[src/rtl/panda_risc_v_div_pkg.sv]
// rtl/panda_risc_v_div_pkg.sv - funct encodings, tag entry type and local-result constants for the divider issue block
package panda_risc_v_div_pkg;

  localparam logic [1:0] FUNCT_DIV  = 2'b00;
  localparam logic [1:0] FUNCT_DIVU = 2'b01;
  localparam logic [1:0] FUNCT_REM  = 2'b10;
  localparam logic [1:0] FUNCT_REMU = 2'b11;

  typedef struct packed {
    logic [4:0] rd;
    logic       kill;
  } div_tag_t;

  localparam logic [31:0] DIV_ZERO_QUOT = 32'hFFFF_FFFF;
  localparam logic [31:0] OVF_QUOT      = 32'h8000_0000;
  localparam logic [31:0] OVF_REM       = 32'h0000_0000;
  localparam logic [31:0] INT_MIN       = 32'h8000_0000;

  function automatic logic is_signed_op(input logic [1:0] funct);
    return (funct == FUNCT_DIV) || (funct == FUNCT_REM);
  endfunction

  function automatic logic [32:0] extend_op(input logic [31:0] v, input logic sgn);
    return {sgn & v[31], v};
  endfunction

endpackage

[src/rtl/panda_risc_v_div_tag_fifo.sv]
// rtl/panda_risc_v_div_tag_fifo.sv - in-flight destination tag FIFO with flush-all-kill
module panda_risc_v_div_tag_fifo
  import panda_risc_v_div_pkg::*;
#(
  parameter int DEPTH = 4
)(
  input  logic                     clk,
  input  logic                     resetn,
  input  logic                     push,
  input  logic [4:0]               push_rd,
  input  logic                     pop,
  input  logic                     flush,
  output div_tag_t                 head,
  output logic                     full,
  output logic                     empty,
  output logic [$clog2(DEPTH):0]   count
);

  localparam int AW = $clog2(DEPTH);
  localparam int CW = AW + 1;

  div_tag_t      mem [DEPTH];
  logic [AW-1:0] wptr;
  logic [AW-1:0] rptr;

  always_ff @(posedge clk or negedge resetn) begin
    if (!resetn) begin
      wptr  <= '0;
      rptr  <= '0;
      count <= '0;
    end else begin
      if (push) wptr <= wptr + AW'(1);
      if (pop)  rptr <= rptr + AW'(1);
      count <= count + CW'(push) - CW'(pop);
    end
  end

  // an entry pushed during a flush is written already killed
  always_ff @(posedge clk) begin
    for (int i = 0; i < DEPTH; i++) begin
      if (flush) mem[i].kill <= 1'b1;
    end
    if (push) mem[wptr] <= '{rd: push_rd, kill: flush};
  end

  assign head  = mem[rptr];
  assign empty = (count == '0);
  assign full  = (count == CW'(DEPTH));

endmodule

[src/rtl/panda_risc_v_div_issue.sv]
// rtl/panda_risc_v_div_issue.sv - RV32M divider issue/writeback controller with in-order tag tracking
// PANDA_DIV_LOCAL_EXCEPT_EN: resolve divide-by-zero and signed overflow locally, never issuing them.
module panda_risc_v_div_issue
  import panda_risc_v_div_pkg::*;
#(
  parameter int MAX_OUTSTANDING  = 4,
  parameter int simulation_delay = 1
)(
  input  logic        clk,
  input  logic        resetn,
  input  logic [31:0] s_req_op_a,
  input  logic [31:0] s_req_op_b,
  input  logic [1:0]  s_req_funct,
  input  logic [4:0]  s_req_rd,
  input  logic        s_req_valid,
  output logic        s_req_ready,
  output logic [32:0] m_div_req_op_a,
  output logic [32:0] m_div_req_op_b,
  output logic        m_div_req_rem_sel,
  output logic        m_div_req_valid,
  input  logic        m_div_req_ready,
  input  logic [31:0] s_div_res_data,
  input  logic        s_div_res_valid,
  output logic        s_div_res_ready,
  output logic [31:0] m_wb_data,
  output logic [4:0]  m_wb_rd,
  output logic        m_wb_valid,
  input  logic        m_wb_ready,
  input  logic        flush,
  output logic        busy
);

  localparam int CW = $clog2(MAX_OUTSTANDING) + 1;
  localparam logic [CW:0] LIMIT = (CW+1)'(MAX_OUTSTANDING);

  logic          issue_valid;
  logic [32:0]   issue_op_a;
  logic [32:0]   issue_op_b;
  logic          issue_rem_sel;
  logic [4:0]    issue_rd;
  logic          wb_valid;
  logic [31:0]   wb_data;
  logic [4:0]    wb_rd;

  div_tag_t      head;
  logic          fifo_full;
  logic          fifo_empty;
  logic [CW-1:0] fifo_count;

  logic          req_signed;
  logic          push;
  logic          pop;
  logic          head_kill;
  logic          res_load;
  logic          req_fire;
  logic          issue_load;
  logic          exc_load;
  logic          ready_norm;
  logic          local_exc;
  logic [31:0]   local_res;
  logic [CW:0]   in_flight;

  assign req_signed      = is_signed_op(s_req_funct);
  assign push            = issue_valid & m_div_req_ready;
  assign head_kill       = ~fifo_empty & head.kill;
  assign s_div_res_ready = head_kill | ~wb_valid | m_wb_ready;
  assign pop             = s_div_res_valid & s_div_res_ready & ~fifo_empty;
  assign res_load        = pop & ~head.kill & ~flush;

  // ops that will be outstanding once the issue register drains, net of a same-cycle pop
  assign in_flight  = {1'b0, fifo_count} + (CW+1)'(issue_valid) - (CW+1)'(pop);
  assign ready_norm = ~flush & (~issue_valid | m_div_req_ready) & (in_flight < LIMIT);

`ifdef PANDA_DIV_LOCAL_EXCEPT_EN
  logic div_zero;
  logic overflow;
  logic ready_exc;

  assign div_zero    = (s_req_op_b == '0);
  assign overflow    = req_signed & (s_req_op_a == INT_MIN) & (s_req_op_b == '1);
  assign local_exc   = div_zero | overflow;
  assign local_res   = div_zero ? (s_req_funct[1] ? s_req_op_a : DIV_ZERO_QUOT)
                                : (s_req_funct[1] ? OVF_REM : OVF_QUOT);
  // a local result may only overtake nothing, so the pipe must be empty
  assign ready_exc   = ~flush & ~issue_valid & fifo_empty & (~wb_valid | m_wb_ready);
  assign s_req_ready = local_exc ? ready_exc : ready_norm;
`else
  assign local_exc   = 1'b0;
  assign local_res   = '0;
  assign s_req_ready = ready_norm;
`endif

  assign req_fire   = s_req_valid & s_req_ready;
  assign issue_load = req_fire & ~local_exc;
  assign exc_load   = req_fire & local_exc;

  always_ff @(posedge clk or negedge resetn) begin
    if (!resetn) begin
      issue_valid <= 1'b0;
      wb_valid    <= 1'b0;
    end else begin
      if (flush)           issue_valid <= 1'b0;
      else if (issue_load) issue_valid <= 1'b1;
      else if (push)       issue_valid <= 1'b0;

      if (flush)                     wb_valid <= 1'b0;
      else if (res_load || exc_load) wb_valid <= 1'b1;
      else if (m_wb_ready)           wb_valid <= 1'b0;
    end
  end

  always_ff @(posedge clk) begin
    if (issue_load) begin
      issue_op_a    <= extend_op(s_req_op_a, req_signed);
      issue_op_b    <= extend_op(s_req_op_b, req_signed);
      issue_rem_sel <= s_req_funct[1];
      issue_rd      <= s_req_rd;
    end
    if (res_load) begin
      wb_data <= s_div_res_data;
      wb_rd   <= head.rd;
    end else if (exc_load) begin
      wb_data <= local_res;
      wb_rd   <= s_req_rd;
    end
  end

  panda_risc_v_div_tag_fifo #(
    .DEPTH(MAX_OUTSTANDING)
  ) u_tag_fifo (
    .clk    (clk),
    .resetn (resetn),
    .push   (push),
    .push_rd(issue_rd),
    .pop    (pop),
    .flush  (flush),
    .head   (head),
    .full   (fifo_full),
    .empty  (fifo_empty),
    .count  (fifo_count)
  );

  assign m_div_req_op_a    = issue_op_a;
  assign m_div_req_op_b    = issue_op_b;
  assign m_div_req_rem_sel = issue_rem_sel;
  assign m_div_req_valid   = issue_valid;
  assign m_wb_data         = wb_data;
  assign m_wb_rd           = wb_rd;
  assign m_wb_valid        = wb_valid;
  assign busy              = issue_valid | ~fifo_empty | wb_valid;

  always @(posedge clk) begin
    if (resetn) begin
      assert (!(s_div_res_valid && fifo_empty))
        else $error("divider result returned with no tag in flight (sim delay %0d)", simulation_delay);
      assert (!(push && fifo_full && !pop))
        else $error("tag fifo overflow");
    end
  end

endmodule

[config.mk]
export PLATFORM = sky130hd
export DESIGN_NAME = panda_risc_v_div_issue
export DESIGN_NICKNAME = d
export VERILOG_FILES = /design/src/rtl/panda_risc_v_div_pkg.sv /design/src/rtl/panda_risc_v_div_tag_fifo.sv /design/src/rtl/panda_risc_v_div_issue.sv
export SDC_FILE = /design/constraint.sdc
export NUM_CORES = 1
export LEC_CHECK = 0
export ABC_AREA = 1
export BUFFER_PORTS_ARGS = -buffer_cell sky130_fd_sc_hd__buf_2
export CAP_MARGIN = 0
export CORE_ASPECT_RATIO = 0.5
export CORE_UTILIZATION = 50
export DETAILED_ROUTE_END_ITERATION = 8
export PLACE_DENSITY = 0.88
export SYNTH_ARGS = -nofsm -noshare
export SYNTH_HDL_FRONTEND = slang
export SYNTH_SLANG_ARGS = --single-unit
[constraint.sdc]
create_clock -name clk -period 5.85 [get_ports clk]
set_clock_uncertainty 0.2 [all_clocks]
set_input_delay 0.585 -clock clk [delete_from_list [all_inputs] [get_ports clk]]
set_output_delay 0.585 -clock clk [all_outputs]
set_load 0.02 [all_outputs]
==> metrics.csv, run 1 <==
metric;value;unit
status;finished, final reports clean;
number of buffers created by CTS;17;
Slowest-stage cell, CP;inv_2;
core area;9010;µm²
CTS H-tree lvls;4;
Clock Pin Slew Worst Setup and Hold Paths;60;ps
via count;3038;
Syn Area/Cell;18.3;µm²
max-slew violation count;0;
Syn Inst Count;263;
CP peak stage delay;690;ps
CP startpoint kind;flip-flop;
Max Cap Viol;0;
hold path depth;1;
# DRC;0;
Setup TNS;0;ps
drt initial violations;193;
TritonRoute pass-1 iters;4;
Post-Route WL;10300;µm
CTS tree;yes;
WL met3;974;µm
CP endpoint kind;flip-flop;
DR WL/cell;16.3;µm
clk sink count;142;
die height;71.4;µm
WS Path Type;flip-flop to flip-flop;
Worst R2R Start;u_tag_fifo.rptr[0];
final HPWL from detailed placement;7480;µm
routed vias/inst;4.81;
post-synth net total;381;
met1 wire length;3820;µm
flop2flop setup slack;1990;ps
hold violation total from the final report;0;
Netlist cell types;20;
yosys warns;0;
worst vdd ir;0.000248;V
highest metal used;met4;
crit path max fanout;45;
Worst-Skew Late Latency;400;ps
antenna fix cells;0;
Worst EP arrival;3730;ps
initial antenna violation count;0;
Worst Hold Endpoint;m_div_req_op_a[23];
critical-path cell list;inv_2, nand2_1, nand3_1, nand3_2, nand2_2, nand4_2, ha_1, nand2_1, inv_1, nand3_1, nand2_1, nand2_1, nand3_2, nor2_4, nand2_1, inv_2, buf_4;
final worst path period share;66.0;%
Congestion Overflow GR;0;
GRT Total Usage;20.8;%
PortBufs;218;
starting density of the core;53.4;%
hold path startpoint;s_req_op_a[23];
layout cells sized above 1;50.6;%
post-layout total power;3260;µW
R2R Path End;m_div_req_op_a[10];
worst r2r path cells;17;
measured slew at the worst slew-check pin;948;ps
Nets;619;
CTS max path bufs;2;
synthesized cell area;4810;µm²
pin count of the biggest net entering global routing;46;
most used cell, CP;nand2_1;
RSZ-0062 raised after global routing;no;
final setup fails;0;
Critical Path RT;5720;ps
Leak;0.00286;µW
CTS resizes;0;
RD Place Congestion;0.845;
Rows;24;
first-pass GRT wire length;15100;µm
remaining antenna violation count after routing;0;
HP Class;input port to flip-flop;
Layout area overhead;39.0;%
Synth Register Bits;142;
Die Wd;141;µm
relative slew slack;36.7;%
Die ar.;10000;µm²
vias in the first global route;3064;
Power Density;487;nW/µm²
post-synthesis sequential area ratio;86.8;%
Ports;219;
DR WL met2;5360;µm
Achievable Freq;0.259;GHz
clk root buf;clkbuf_16;
min cycle time layout;3860;ps
[layout make-up]
| class | instances | area, µm² |
|---|---|---|
| fill | 551 | 2320 |
| inverter | 26 | 97.6 |
| sequential | 142 | 4180 |
| timing repair buffer | 221 | 1120 |
| tap | 117 | 146 |
| clock buffer | 19 | 433 |
| multi-input combinational | 93 | 531 |
| clock inverter | 13 | 188 |
[cells in the final DEF, fill, tap and decap left out, types with 4 or more instances in the layout]
master,Yosys,final
clkbuf_16,0,17
nand3_1,8,8
dfxtp_1,4,4
inv_1,24,23
nand2_1,25,25
o21ai_0,15,15
buf_2,0,218
o22ai_1,5,5
ha_1,7,7
nor2_1,19,19
edfxtp_1,129,129
dfrtp_1,9,9
bufinv_16,0,4
[through the flow]
stage / util, % / instance area (µm²) / setup slack [ps] / hold slack (ps) / cells
2_1_floorplan: - / 4810 / 1970 / 89.4 / 263
3_3_place_gp: 67.3 / 6060 / 2190 / 248 / 598
3_5_place_dp: 67.3 / 6060 / 2030 / 253 / 598
4_1_cts: 74.3 / 6690 / 1980 / 138 / 631
5_1_grt: 74.3 / 6690 / 1690 / 128 / 631
6_report: 74.3 / 6690 / 1990 / 147 / 631
[Yosys cell counts (all sizes together)]
library cell / n / area [µm²]
dfrtp: 9 / 225
nand2: 27 / 106
o21ai: 15 / 75.1
clkbuf: 2 / 7.51
a21oi: 2 / 10.0
edfxtp: 129 / 3870
nand3: 11 / 70.1
ha: 7 / 87.6
inv: 26 / 97.6
xor2: 3 / 26.3
nor2: 20 / 82.6
fa: 1 / 20.0
xnor2: 1 / 8.76
nand4: 1 / 12.5
o22ai: 5 / 31.3
dfxtp: 4 / 80.1
[worst max path at each step]
stage | from | end | slack, ps | depth (start not counted)
after floorplan | u_tag_fifo.rptr[0] | issue_rd[0] | 1970 | 15
after global placement | u_tag_fifo.rptr[0] | m_div_req_op_a[1] | 2190 | 16
after detailed placement | u_tag_fifo.rptr[0] | m_div_req_op_a[1] | 2030 | 17
after CTS | u_tag_fifo.rptr[0] | m_div_req_op_a[32] | 1980 | 16
after global routing | u_tag_fifo.rptr[0] | m_div_req_op_a[10] | 1690 | 16
final | u_tag_fifo.rptr[0] | m_div_req_op_a[10] | 1990 | 17
[where the power goes]
group | internal, µW | switching [µW]
Sequential | 1340 | 83.0
Combinational | 222 | 493
Clock | 716 | 403
[critical path, delay by kind of cell (launching register included)]
kind | cells | cell delay (ps)
flip-flops | 1 | 530
buffers and inverters | 4 | 1430
AND/OR/NAND/NOR | 12 | 1030
adder cells (fa/ha/maj) | 1 | 310
[flip-flops by register name, summed over array words and instances (netlist names)]
name and count:
issue_rd 5, m_div_req_op_a 33, m_div_req_op_b 33, m_div_req_rem_sel 1, m_div_req_valid 1, m_wb_data 32
m_wb_rd 5, m_wb_valid 1, u_tag_fifo.count 3, u_tag_fifo.mem 24, u_tag_fifo.rptr 2, u_tag_fifo.wptr 2
[repair_timing]
| action | in CTS | in global routing |
|---|---|---|
| hold buffers | 1 | 0 |
| endpoints found under the hold margin | 9 | 0 |
| setup buffers | 0 | 0 |
[logic make-up (layout without fill, tap and decap cells)]
group / after synthesis / count (layout) / synth area share (%)
flops: 142 / 142 / 86.8
fa+ha+maj: 8 / 8 / 2.23
buf+inv: 28 / 279 / 2.18
simple gates: 59 / 59 / 5.64
xor+xnor: 4 / 4 / 0.728
compound gates: 22 / 22 / 2.42
[metal layers]
| layer | GRT usage (%) | vias to the layer above |
|---|---|---|
| met5 | 0 | - |
| met4 | 7.97 | 0 |
| met3 | 8.56 | 14 |
| met2 | 37.7 | 166 |
| met1 | 22.1 | 1421 |
| li1 | - | 1437 |
No activity file was read; power rests on OpenSTA's default activity.
==> run 2: changes to the inputs <==
--- a/config.mk
+++ b/config.mk
@@ -9,9 +9,9 @@
 export BUFFER_PORTS_ARGS = -buffer_cell sky130_fd_sc_hd__buf_2
 export CAP_MARGIN = 0
 export CORE_ASPECT_RATIO = 0.5
-export CORE_UTILIZATION = 50
+export CORE_UTILIZATION = 46
 export DETAILED_ROUTE_END_ITERATION = 8
-export PLACE_DENSITY = 0.88
+export PLACE_DENSITY = 0.83
 export SYNTH_ARGS = -nofsm -noshare
 export SYNTH_HDL_FRONTEND = slang
 export SYNTH_SLANG_ARGS = --single-unit
==> constraint.sdc (replaced) <==
create_clock -name clk -period 3.7 [get_ports clk]
set_clock_uncertainty 0.2 [all_clocks]
set_input_delay 0.37 -clock clk [delete_from_list [all_inputs] [get_ports clk]]
set_output_delay 0.37 -clock clk [all_outputs]
set_load 0.02 [all_outputs]
==> metrics.csv, run 2 (synthesized netlist as in run 1, its figures left out) <==
metric;value;unit;change
status;finished, final reports clean;;
starting density of the core;49.2;%;-4.3 points
highest metal used;met4;;
CP startpoint kind;flip-flop;;
Layout area overhead;59.7;%;
clk root buf;clkbuf_16;;
Clock Pin Slew Worst Setup and Hold Paths;60;ps;about the same
die height;74.3;µm;+4.1%
Die ar.;10900;µm²;+8.5%
Post-Route WL;12300;µm;+19%
Achievable Freq;0.315;GHz;
hold slack;27.5;ps;-120 ps
FILL cells;547;;-0.73%
commonest cells after routing, fill and taps aside;buf_2, edfxtp_1, dlygate4sd3_1;;
post-layout util;78.6;%;+4.3 points
final worst path period share;85.9;%;
Worst-Skew Late Latency;400;ps;about the same
Leak;0.00325;µW;+14%
DR WL/cell;16.3;µm;-0.25%
crit path max fanout;15;;-67%
RD Place Congestion;0.748;;-11%
measured slew at the worst slew-check pin;441;ps;-506 ps
Rows;25;;+4.2%
pin count of the biggest net entering global routing;73;;+59%
layout cells sized above 1;42.0;%;-8.5 points
Worst R2R Start;u_tag_fifo.rptr[0];;
CTS tree;yes;;
CP peak stage delay;530;ps;-160 ps
first-pass GRT wire length;18400;µm;+22%
clk sink count;142;;unchanged
critical path launch point;u_tag_fifo.rptr[0];;
most common cell after layout, fill and taps aside;buf_2;;
final setup fails;0;;unchanged
Die Wd;147;µm;+4.2%
routed vias/inst;4.58;;-4.9%
WS Path Type;flip-flop to output port;;
via count;3448;;+13%
worst vdd ir;0.000400;V;+61%
Power Density;660;nW/µm²;+36%
number of buffers created by CTS;17;;unchanged
HP Class;input port to flip-flop;;
DR WL met2;6450;µm;+20%
Critical Path RT;3130;ps;-2590 ps
final HPWL from detailed placement;6910;µm;-7.7%
GRT Total Usage;23.3;%;+2.5 points
max-slew violation count;0;;unchanged
Congestion Overflow GR;0;;unchanged
Setup TNS;0;ps;unchanged
drt initial violations;180;;-6.7%
Critical Path End;s_req_ready;;
final instance area;7690;µm²;+15%
CTS H-tree lvls;4;;unchanged
Ports;219;;unchanged
most used cell, CP;nand3_2;;
CTS max path bufs;2;;unchanged
RSZ-0062 raised after global routing;no;;
WL met3;874;µm;-10%
PortBufs;218;;unchanged
core area;9790;µm²;+8.7%
Slowest-stage cell, CP;dfrtp_1;;
CTS resizes;0;;unchanged
CP endpoint kind;output port;;
R2R Path End;m_div_req_op_b[9];;
# DRC;0;;unchanged
Placed Area;6100;µm²;+0.64%
min cycle time layout;3180;ps;
hold violation total from the final report;0;;unchanged
TritonRoute pass-1 iters;4;;unchanged
Worst EP arrival;2610;ps;-1120 ps
Max Cap Viol;0;;unchanged
worst r2r path cells;16;;-1
critical-path cell list;inv_2, nand2_1, nand3_2, nand3_2, nand2_2, nand4_2, ha_1, nand2_1, inv_1, nand3_1, nand3_1, nand3_2, nor2_4, buf_2;;
relative slew slack;70.6;%;+34 points
Nets;721;;+16%
vias in the first global route;3564;;+16%
remaining antenna violation count after routing;0;;unchanged
met1 wire length;4740;µm;+24%
initial antenna violation count;2;;+2
flop2flop setup slack;570;ps;-1420 ps
-- run 2: changes by cell type in the layout (fill, tap and decap cells not counted), sizes merged, moves of 3 or more --
cell and change:
inv -4, bufinv -3, clkbuf +3, dlygate4sd3 +102
-- run 2: what timing repair did --
action | 4_1_cts | 5_1_grt
hold buffers | 103 | 0
endpoints found under the hold margin | 111 | 0
buffers inserted | 0 | 0
-- run 2: how the worst min path moves through the flow --
stage / cells after the start / endpoint / startpoint / slack [ps]
floorplan: 0 / m_div_req_valid / resetn / -130
global placement: 1 / m_div_req_valid / resetn / 40
detailed placement: 1 / m_wb_valid / resetn / 50
CTS: 4 / m_wb_valid / m_wb_ready / 9
global route: 4 / m_wb_valid / m_wb_ready / 30
finish: 4 / m_wb_valid / m_wb_ready / 30
-- run 2: critical path: cells and delay by family (launching register included) --
kind,cells,cell delay (ps)
flip-flops,1,530
AND/OR/NAND/NOR,10,880
adder cells (fa/ha/maj),1,330
buffers and inverters,3,460
-- run 2: routing by layer --
layer	vias up	track usage [%]
li1	1635	-
met1	1631	25.3
met2	159	43.4
met3	23	7.73
met4	0	9.14
met5	-	0
-- run 2: power breakdown --
group	switching (µW)	internal, µW	total (µW)
combinational	809	437	1250
sequential	130	2120	2250
clock	626	958	1580
-- run 2: final cells by class --
class	instances	area, µm²	area share, %
flip-flops and latches	142	4180	54.3
repair buffers	323	2150	27.9
multi-input cells	93	531	6.90
clock buffers	22	464	6.04
well taps	135	169	2.20
inverters	26	101	1.32
clock inverters	10	92.6	1.20
diodes	2	5.00	0.0651
-- run 2: through the flow --
stage | setup WS [ps] | power (µW) | std cells
finish | 523 | 5080 | 753
detailed placement | 595 | 3400 | 616
global placement | 731 | 3350 | 616
CTS | 520 | 5060 | 751
floorplan | 297 | 3010 | 263
global route | 335 | 5300 | 753
